--- config.mk ---
export PLATFORM = sky130hd
export DESIGN_NAME = conv_window_addr_gen
export DESIGN_NICKNAME = d
export VERILOG_FILES = /design/src/rtl/conv_addr_pkg.sv /design/src/rtl/win_anchor_scan.sv /design/src/rtl/conv_window_addr_gen.sv
export SDC_FILE = /design/constraint.sdc
export NUM_CORES = 1
export LEC_CHECK = 0
export ABC_AREA = 1
export CAP_MARGIN = 10
export CORE_AREA = 2 2 342 344
export DETAILED_ROUTE_END_ITERATION = 16
export DIE_AREA = 0 0 344 346
export DONT_BUFFER_PORTS = 1
export GPL_TIMING_DRIVEN = 1
export PLACE_DENSITY = 0.42
export SLEW_MARGIN = 30
export SYNTH_ARGS = -nofsm -noshare
export SYNTH_HDL_FRONTEND = slang
export SYNTH_HIERARCHICAL = 1
export SYNTH_SLANG_ARGS = --single-unit
--- constraint.sdc ---
create_clock -name clk -period 3.7 [get_ports clk]
set_input_delay 0.37 -clock clk [delete_from_list [all_inputs] [get_ports clk]]
set_output_delay 0.37 -clock clk [all_outputs]
set_load 0.01 [all_outputs]
--- src/rtl/conv_addr_pkg.sv ---
// -----------------------------------------------------------------------------
// conv_addr_pkg
// Shared types and constant helpers for the sliding-window address generator.
//   scan_state_e : scan FSM encoding (IDLE, RUN, DONE)
//   col_max      : last reachable anchor offset along one axis
//   lane_offset  : address offset of lane k inside the window
// -----------------------------------------------------------------------------
package conv_addr_pkg;

   typedef enum logic [1:0] {
      IDLE = 2'd0,
      RUN  = 2'd1,
      DONE = 2'd2
   } scan_state_e;

   // Largest anchor position that still keeps the whole window inside the
   // image, rounded down to a multiple of the stride.
   function automatic int col_max(input int img, input int win, input int stride);
      return ((img - win) / stride) * stride;
   endfunction

   // Row-major offset of lane k (k = r*win_w + c) from the window anchor.
   function automatic int lane_offset(input int k, input int win_w, input int img_w);
      return (k % win_w) + (k / win_w) * img_w;
   endfunction

endpackage

--- src/rtl/win_anchor_scan.sv ---
// -----------------------------------------------------------------------------
// win_anchor_scan
// Frame-scan FSM: walks the window anchor across the feature map in raster
// order, one step per accepted beat.
// Ports:
//   clk, rst_n        clock, asynchronous active-low reset
//   start, abort      begin a scan (IDLE only) / terminate a scan (any state)
//   base_addr         address of pixel (0,0), captured on an accepted start
//   pause, out_ready  stall request / consumer acceptance
//   out_valid         current window is being presented
//   anchor            address of the current window's top-left pixel
//   anchor_row/col    current anchor position in pixels
//   win_last          current window is the last one of the frame
//   busy, done        scan in progress / one-cycle end-of-frame pulse
// -----------------------------------------------------------------------------
module win_anchor_scan
   import conv_addr_pkg::*;
#(
   parameter int ADDR_W = 32,
   parameter int IMG_W  = 35,
   parameter int IMG_H  = 35,
   parameter int WIN_W  = 5,
   parameter int WIN_H  = 5,
   parameter int STRIDE = 1,
   parameter int CNT_W  = 16
) (
   input  logic              clk,
   input  logic              rst_n,
   input  logic              start,
   input  logic              abort,
   input  logic [ADDR_W-1:0] base_addr,
   input  logic              pause,
   input  logic              out_ready,
   output logic              out_valid,
   output logic [ADDR_W-1:0] anchor,
   output logic [CNT_W-1:0]  anchor_row,
   output logic [CNT_W-1:0]  anchor_col,
   output logic              win_last,
   output logic              busy,
   output logic              done
);

   localparam int COL_MAX = col_max(IMG_W, WIN_W, STRIDE);
   localparam int ROW_MAX = col_max(IMG_H, WIN_H, STRIDE);

   localparam logic [CNT_W-1:0]  COL_MAX_C  = CNT_W'(COL_MAX);
   localparam logic [CNT_W-1:0]  ROW_MAX_C  = CNT_W'(ROW_MAX);
   localparam logic [CNT_W-1:0]  CNT_STEP   = CNT_W'(STRIDE);
   localparam logic [ADDR_W-1:0] COL_STEP_A = ADDR_W'(STRIDE);
   // Moving one anchor row down skips STRIDE full image rows.
   localparam logic [ADDR_W-1:0] ROW_STEP_A = ADDR_W'(STRIDE * IMG_W);

   scan_state_e       state_r, state_nxt_s;
   logic [CNT_W-1:0]  row_r, row_nxt_s;
   logic [CNT_W-1:0]  col_r, col_nxt_s;
   logic [ADDR_W-1:0] anchor_r, anchor_nxt_s;
   logic [ADDR_W-1:0] row_base_r, row_base_nxt_s;
   logic              run_s, accept_s, at_col_end_s, at_row_end_s;

   // FSM state register
   always_ff @(posedge clk or negedge rst_n) begin
      if (!rst_n) begin
         state_r <= IDLE;
      end else begin
         state_r <= state_nxt_s;
      end
   end

   // Anchor position and address registers
   always_ff @(posedge clk or negedge rst_n) begin
      if (!rst_n) begin
         row_r      <= {CNT_W{1'b0}};
         col_r      <= {CNT_W{1'b0}};
         anchor_r   <= {ADDR_W{1'b0}};
         row_base_r <= {ADDR_W{1'b0}};
      end else begin
         row_r      <= row_nxt_s;
         col_r      <= col_nxt_s;
         anchor_r   <= anchor_nxt_s;
         row_base_r <= row_base_nxt_s;
      end
   end

   // Output decode and next-state/next-anchor computation
   always_comb begin
      state_nxt_s    = state_r;
      row_nxt_s      = row_r;
      col_nxt_s      = col_r;
      anchor_nxt_s   = anchor_r;
      row_base_nxt_s = row_base_r;

      // Outputs depend only on registered state plus the pause/ready gate,
      // so abort never disturbs the beat being shown this cycle.
      run_s        = (state_r == RUN);
      at_col_end_s = (col_r == COL_MAX_C);
      at_row_end_s = (row_r == ROW_MAX_C);
      out_valid    = run_s & ~pause;
      accept_s     = out_valid & out_ready;
      win_last     = run_s & at_col_end_s & at_row_end_s;
      busy         = (state_r != IDLE);
      done         = (state_r == DONE);

      if (abort) begin
         state_nxt_s    = IDLE;
         row_nxt_s      = {CNT_W{1'b0}};
         col_nxt_s      = {CNT_W{1'b0}};
         anchor_nxt_s   = {ADDR_W{1'b0}};
         row_base_nxt_s = {ADDR_W{1'b0}};
      end else begin
         case (state_r)
            IDLE: begin
               if (start) begin
                  state_nxt_s    = RUN;
                  row_nxt_s      = {CNT_W{1'b0}};
                  col_nxt_s      = {CNT_W{1'b0}};
                  anchor_nxt_s   = base_addr;
                  row_base_nxt_s = base_addr;
               end else begin
                  state_nxt_s = IDLE;
               end
            end
            RUN: begin
               if (!accept_s) begin
                  state_nxt_s = RUN;
               end else if (!at_col_end_s) begin
                  col_nxt_s    = col_r + CNT_STEP;
                  anchor_nxt_s = anchor_r + COL_STEP_A;
               end else if (!at_row_end_s) begin
                  col_nxt_s      = {CNT_W{1'b0}};
                  row_nxt_s      = row_r + CNT_STEP;
                  row_base_nxt_s = row_base_r + ROW_STEP_A;
                  anchor_nxt_s   = row_base_r + ROW_STEP_A;
               end else begin
                  // Final window accepted: anchor holds for inspection.
                  state_nxt_s = DONE;
               end
            end
            DONE: begin
               state_nxt_s = IDLE;
            end
            default: begin
               state_nxt_s = IDLE;
            end
         endcase
      end
   end

   assign anchor     = anchor_r;
   assign anchor_row = row_r;
   assign anchor_col = col_r;

endmodule

--- src/rtl/conv_window_addr_gen.sv ---
// -----------------------------------------------------------------------------
// conv_window_addr_gen
// Sliding-window address generator: presents all WIN_W*WIN_H pixel addresses of
// the current window in parallel, one window per accepted beat.
// Ports:
//   clk, rst_n        clock, asynchronous active-low reset
//   start, abort      begin / terminate a frame scan
//   base_addr         address of pixel (0,0), captured on an accepted start
//   pause             stall; hides out_valid and holds the anchor
//   out_ready         consumer accepts the current window
//   out_valid         addr_out carries a valid window
//   addr_out          lane k=r*WIN_W+c = anchor + c + r*IMG_W
//   anchor_row/col    current anchor position in pixels
//   win_last          current window is the final one of the frame
//   busy, done        scan in progress / one-cycle end-of-frame pulse
// -----------------------------------------------------------------------------
module conv_window_addr_gen
   import conv_addr_pkg::*;
#(
   parameter int ADDR_W = 32,
   parameter int IMG_W  = 35,
   parameter int IMG_H  = 35,
   parameter int WIN_W  = 5,
   parameter int WIN_H  = 5,
   parameter int STRIDE = 1,
   parameter int CNT_W  = 16
) (
   input  logic                          clk,
   input  logic                          rst_n,
   input  logic                          start,
   input  logic                          abort,
   input  logic [ADDR_W-1:0]             base_addr,
   input  logic                          pause,
   input  logic                          out_ready,
   output logic                          out_valid,
   output logic [ADDR_W*WIN_W*WIN_H-1:0] addr_out,
   output logic [CNT_W-1:0]              anchor_row,
   output logic [CNT_W-1:0]              anchor_col,
   output logic                          win_last,
   output logic                          busy,
   output logic                          done
);

   localparam int LANES = WIN_W * WIN_H;

   logic [ADDR_W-1:0] anchor_s;

   win_anchor_scan #(
      .ADDR_W (ADDR_W),
      .IMG_W  (IMG_W),
      .IMG_H  (IMG_H),
      .WIN_W  (WIN_W),
      .WIN_H  (WIN_H),
      .STRIDE (STRIDE),
      .CNT_W  (CNT_W)
   ) u_scan (
      .clk        (clk),
      .rst_n      (rst_n),
      .start      (start),
      .abort      (abort),
      .base_addr  (base_addr),
      .pause      (pause),
      .out_ready  (out_ready),
      .out_valid  (out_valid),
      .anchor     (anchor_s),
      .anchor_row (anchor_row),
      .anchor_col (anchor_col),
      .win_last   (win_last),
      .busy       (busy),
      .done       (done)
   );

   // Each lane is the registered anchor plus a compile-time offset, so
   // base_addr and out_ready never reach addr_out combinationally.
   for (genvar k = 0; k < LANES; k++) begin : g_lane
      localparam logic [ADDR_W-1:0] LANE_OFF = ADDR_W'(lane_offset(k, WIN_W, IMG_W));
      assign addr_out[k*ADDR_W +: ADDR_W] = anchor_s + LANE_OFF;
   end

endmodule

==> results of run 1 <==
==> worst max-delay path, delay by kind of cell, from the launching register on <==
kind | cells | cell delay, ns
and+or+nand+nor | 4 | 1.12
DFF | 1 | 0.75
buffers and inverters | 2 | 0.55
xor gates and xnor gates | 1 | 0.47
==> power by group through the flow <==
| stage | Combinational, mW | Sequential [mW] | Clock (mW) |
|---|---|---|---|
| floorplan | 4.56 | 1.51 | 0 |
| global placement | 8.50 | 1.65 | 0 |
| detailed placement | 8.47 | 1.65 | 0 |
| CTS | 8.53 | 1.63 | 1.19 |
| global route | 8.99 | 1.67 | 1.22 |
| finish | 8.62 | 1.64 | 1.14 |
==> cell usage after synthesis (21+ instances only) <==
| cell | count | area share [%] |
|---|---|---|
| inv_2 | 29 | 0.55 |
| o21ai_1 | 27 | 0.68 |
| buf_4 | 90 | 3.4 |
| o21ai_0 | 149 | 3.8 |
| nand3_1 | 339 | 8.5 |
| nand2_1 | 1345 | 25 |
| xor2_1 | 449 | 20 |
| nand4_1 | 69 | 2.2 |
| inv_1 | 259 | 4.9 |
| nor2_1 | 327 | 6.2 |
| a21oi_1 | 60 | 1.5 |
| nor2_2 | 21 | 0.66 |
| clkbuf_1 | 67 | 1.3 |
| buf_1 | 26 | 0.49 |
| dfrtp_1 | 98 | 12 |
| buf_2 | 65 | 1.6 |
| nor3_1 | 29 | 0.73 |
| ha_1 | 22 | 1.4 |
==> routing by layer <==
metal | global-route usage [%] | vias up | routed length (um)
li1 | - | 11468 | -
met1 | 32.4 | 12373 | 65100
met2 | 39.2 | 1477 | 69900
met3 | 7.20 | 182 | 15800
met4 | 8.61 | 2 | 5970
met5 | 0 | - | 13
==> layout make-up <==
| type | instances | share of cell area [%] |
|---|---|---|
| Clock buffer | 10 | 0.992 |
| Antenna cell | 6 | 0.0623 |
| Multi-Input combinational cell | 2934 | 61.9 |
| Tap cell | 1524 | 7.92 |
| Timing Repair Buffer | 425 | 13.8 |
| Sequential cell | 98 | 10.3 |
| Inverter | 297 | 4.64 |
| Clock inverter | 6 | 0.322 |
==> timing repair <==
action | 4_1_cts | 5_1_grt
setup endpoints to repair | 4 | 32
gates resized for setup | 2 | 17
setup buffers | 0 | 2
hold buffers | 2 | 0
hold endpoints to repair | 98 | 0
pin swaps | 0 | 1
==> worst paths after layout <==
check	from	to	slack [ns]
setup / recovery	u_scan/anchor[7]$_DFFE_PN0P_	addr_out[469]	0.004
hold / removal	pause	u_scan/state_r[1]$_DFFE_PN0P_	0.14
setup reg to reg	u_scan/anchor[3]$_DFFE_PN0P_	u_scan/anchor[30]$_DFFE_PN0P_	0.78
hold reg to reg	u_scan/row_base_r[31]$_DFFE_PN0P_	u_scan/row_base_r[31]$_DFFE_PN0P_	0.52
max in group asynchronous	rst_n	u_scan/anchor_col[1]$_DFFE_PN0P_	2.47
min in group asynchronous	rst_n	u_scan/anchor[25]$_DFFE_PN0P_	0.71
==> state kept, by name (all words and copies together), names as in the netlist <==
| register | count |
|---|---|
| u_scan/anchor_col | 16 |
| u_scan/anchor_row | 16 |
| u_scan/row_base_r | 32 |
| u_scan/anchor | 32 |
| u_scan/state_r | 2 |
==> placed cells by master (no fill, tap or decap), types with 7 or more instances in the layout <==
cell and count:
a21oi_1 59, buf_12 9, buf_4 414, clkbuf_16 9, clkinv_1 7, dfrtp_1 77
dfrtp_2 20, ha_1 19, inv_1 256, inv_2 31, nand2_1 1343, nand2_2 21
nand3_1 339, nand3b_1 11, nand4_1 69, nor2_1 321, nor2_2 25, nor2_4 16
nor3_1 29, o21ai_0 149, o21ai_1 27, xnor2_1 9, xor2_1 447
==> cells by family (layout without fill, tap and decap cells) <==
logic type / Yosys count / count (layout) / synth area share, %
AO/OA/AOI/OAI: 258 / 258 / 6.75
other: 0 / 6 / 0
flip-flops: 98 / 98 / 12.3
adder cells (fa/ha/maj): 22 / 22 / 1.38
buffers and inverters: 555 / 738 / 13.0
XOR/XNOR: 458 / 458 / 20.2
AND/OR/NAND/NOR: 2196 / 2196 / 46.4
==> flow_summary.yaml, run 1 <==
worst_setup_path:
  r2r.worst_path.cells: 13
  crit_path_cell_trace: "nand2_4, inv_2, nand2_1, nor2_2, nand2_1, xor2_1, buf_4"
  required_ns: 3.33
  slowest_delay_ns: 0.75
  crit_type: "flop to output port"
  cp-start-kind: "flop"
  cp.arrival_ns: 3.33
  critPathSlowestCell: "dfrtp_2"
  critPathMostFrequentCell: "nand2_1"
  endpoint_kind: "output port"
  critPathMaxFanout: 14
sta:
  finalSetupTns_ns: 0
  finalCritPeriodShare_pct: 99.9
  setup_viol: 0
  slew_headroom_pct: 23.6
  drv_slew: 0
  setup_ws_ns: 0.00411
  hold_viol: 0
  rsz0062_at_grt: "false"
  hold_ws_ns: 0.139
  max_slew.worst_pin.slew_ns: 1.13
  clock.fmax_mhz: 271
  fin_skew_ns: 0.0299
  period_minus_slack_ns: 3.70
die:
  dieArea_um2: 119000
  ios: 874
  row_count: 125
  initial_core_util_pct: 17.2
  fp.coreArea_um2: 115000
  dieWidth_um: 344
  die_y_um: 346
layout:
  final_util_pct: 20.9
  finalNetCount: 3825
  fillers: 13562
  multiInputGateArea_um2: 14900
  areaGrowthSynthToFinish_pct: 21.1
  final_cell_count_no_fill: 5300
  seq_area_um2: 2480
  finalInstanceArea_um2: 24100
  drive_above_1_share_pct: 15.5
yosys:
  syn_nets: 3647
  ys_ff_latch: 98
  ys_types: 42
  yosysSeqAreaShare_pct: 12.3
  async_reset_ff_share_pct: 100
  synth_area_um2: 19900
  synth_cells: 3587
  yosysWarningCount: 6
  avgSynthCellArea_um2: 5.54
  synthFlopType: "dfrtp_1"
  synth-edff-count: 0
hold_path:
  hp-class: "input port to flop"
  hold_depth: 3
global_route:
  grt_max_degree: 99
  overflow: 0
  gr-usage-all-layers_pct: 25.0
  grt_first_pass_wirelength_um: 208000
  antenna_found_initial: 10
  grt_pass1_vias: 23316
detailed_routing:
  routed_wl_um: 157000
  wire_per_inst_um: 29.6
  drt_iter0_drc: 2990
  vias: 25502
  drc: 0
  viasPerCell: 4.81
  drt-pass1-iter-count: 6
  antenna_left: 0
clocking:
  clock_path_buffers: 2
  htreeDepth: 3
  numClockSinks: 98
  cts_buffers: 9
  cts_root_buffer: "clkbuf_16"
  clk_latency_ns: 0.41
  cts_tree: "built"
  clkTransAtPathRegs_ns: 0.09
power:
  p_leak_nw: 11.5
  powerDensity_nw_per_um2: 473
  p_clk_share_pct: 10.0
  switching_power_mw: 7.33
  p_int_mw: 4.06
  power_mw: 11.4
  vdd_drop_max_mv: 0.179
  p_seq_share_pct: 14.4
  switching_share_pct: 64.4
  power_frac_comb_pct: 75.6
placement:
  gp_congestion: 0.999
  port_buffers: 0
  dpl_worst_slack_ns: 0.346
  placed_cell_area_um2: 23600
  dp_cells: 5274
  hpwl_um: 129000
run_status:
  status: "finished, final reports clean"
flow_run:
  drv_cap: 0
(Power assumes the default switching activity.)
==> run 2, diff against run 1 <==
Settings changed: MAX_ROUTING_LAYER set to met4.
==> run 2 against run 1 <==
Compared with the run above:
- non-clock buffer count is 1 higher
- design area hardly changed
- critical path depth stayed put
- final cell count hardly changed
- highest routed layer is now met4
- hold slack worse by 0.0010 ns
- setup slack better by 0.031 ns
- clock power is 9.6% lower
- combinational power hardly changed
- flip-flop and latch count stayed put
==> flow_summary.yaml, run 2 (synthesized netlist as in run 1, its figures left out) <==
placement:
  hpwl_um: 129000
  port_buffers: 0
  dp_cells: 5277
  gp_congestion: 0.997
layout:
  seq_area_um2: 2490
  multiInputGateArea_um2: 14900
  finalNetCount: 3826
  areaGrowthSynthToFinish_pct: 21.1
  final_util_pct: 20.9
  final_common_cell: "nand2_1"
  final_cell_count_no_fill: 5299
  mostFrequentLayoutCells: "1341 x nand2_1, 447 x xor2_1, 415 x buf_4, 339 x nand3_1, 320 x nor2_1"
  fillers: 13523
  drive_above_1_share_pct: 15.5
clocking:
  clk_latency_ns: 0.41
  clkTransAtPathRegs_ns: 0.08
  cts_tree: "built"
  cts_root_buffer: "clkbuf_16"
  clock_path_buffers: 2
  numClockSinks: 98
  htreeDepth: 3
  cts_buffers: 9
global_route:
  antenna_found_initial: 4
  overflow: 0
  gr-usage-all-layers_pct: 25.6
  grt_first_pass_wirelength_um: 207000
  grt_max_degree: 99
  grt_pass1_vias: 23155
worst_setup_path:
  critPathMaxFanout: 9
  cp.arrival_ns: 3.30
  cp-start-kind: "flop"
  crit_type: "flop to output port"
  required_ns: 3.33
  endpoint_kind: "output port"
die:
  ios: 874
  die_y_um: 346
  dieWidth_um: 344
  dieArea_um2: 119000
  initial_core_util_pct: 17.2
  row_count: 125
  fp.coreArea_um2: 115000
detailed_routing:
  viasPerCell: 4.80
  routed_wl_um: 156000
  drc: 0
  vias: 25440
  drt_iter0_drc: 2904
  drt-pass1-iter-count: 8
  wire_per_inst_um: 29.4
  antenna_left: 0
sta:
  hold_viol: 0
  max_slew.worst_pin.slew_ns: 0.942
  finalCritPeriodShare_pct: 99.1
  fin_skew_ns: 0.0246
  clock.fmax_mhz: 273
  slew_headroom_pct: 36.5
  setup_viol: 0
  rsz0062_at_grt: "false"
  finalSetupTns_ns: 0
  drv_slew: 0
  hold_ws_ns: 0.138
  period_minus_slack_ns: 3.67
power:
  p_leak_nw: 11.5
  vdd_drop_max_mv: 0.243
  powerDensity_nw_per_um2: 469
flow_run:
  drv_cap: 0
run_status:
  status: "finished, final reports clean"
hold_path:
  hp-class: "input port to flop"
[run 2: cell types whose count changed in the layout (fill, tap and decap cells not counted), sizes merged]
cell and delta:
bufinv -1, clkinv +1, buf +1, clkbuf -1, diode -2, inv +1
[run 2: what timing repair did]
action                                  4_1_cts  5_1_grt
resized for setup                             8       18
endpoints found under the setup margin       15       43
buffers inserted                              0        0
endpoints found under the hold margin        98        0
hold buffers                                  2        0
[run 2: worst paths after layout]
path / start / cells after the start / to / slack (ns)
max in group asynchronous: rst_n / 2 / u_scan/anchor[12]$_DFFE_PN0P_ / 2.63
min in group asynchronous: rst_n / 2 / u_scan/row_base_r[18]$_DFFE_PN0P_ / 0.57
worst min register to register: u_scan/row_base_r[31]$_DFFE_PN0P_ / 2 / u_scan/row_base_r[31]$_DFFE_PN0P_ / 0.54
worst max-delay path: u_scan/anchor[10]$_DFFE_PN0P_ / 7 / addr_out[180] / 0.03
worst max register to register: u_scan/anchor_col[0]$_DFFE_PN0P_ / 12 / u_scan/row_base_r[11]$_DFFE_PN0P_ / 0.69
worst min-delay path: pause / 3 / u_scan/state_r[1]$_DFFE_PN0P_ / 0.14
[run 2: critical path, cell delays in order (launching register included)]
cell and delay, ns:
dfrtp_4 0.60, nand2_2 0.22, nor2_4 0.36, nand2_1 0.40, nor2_1 0.67, nand2_1 0.14
xor2_1 0.29, buf_4 0.19
[run 2: area by class of cell]
cell class                 count  share of cell area, %
inverter                     297                   4.64
multi-input combinational   2934                   62.0
antenna                        4                 0.0416
clock buffer                   9                  0.936
sequential                    98                   10.3
tap                         1524                   7.92
clock inverter                 7                  0.291
timing repair buffer         426                   13.8
[run 2: power by group]
group / switching, mW / internal (mW)
Clock: 0.554 / 0.477
Sequential: 0.405 / 1.24
Combinational: 6.35 / 2.27
Total: 7.31 / 3.99
[run 2: metal layers]
layer | part of all wire [%] | track usage (%)
met5 | 0 | -
met4 | 3.9 | 8.84
met3 | 10 | 7.15
met2 | 44 | 39.0
met1 | 42 | 32.3
[run 2: per-stage QoR]
step	setup slack [ns]	area [um2]	power, mW
2_1_floorplan	0.857	19900	6.07
3_3_place_gp	0.326	23700	10.1
3_5_place_dp	0.305	23700	10.1
4_1_cts	0.0158	24000	11.3
5_1_grt	0.00893	24100	11.8
6_report	0.0349	24100	11.3
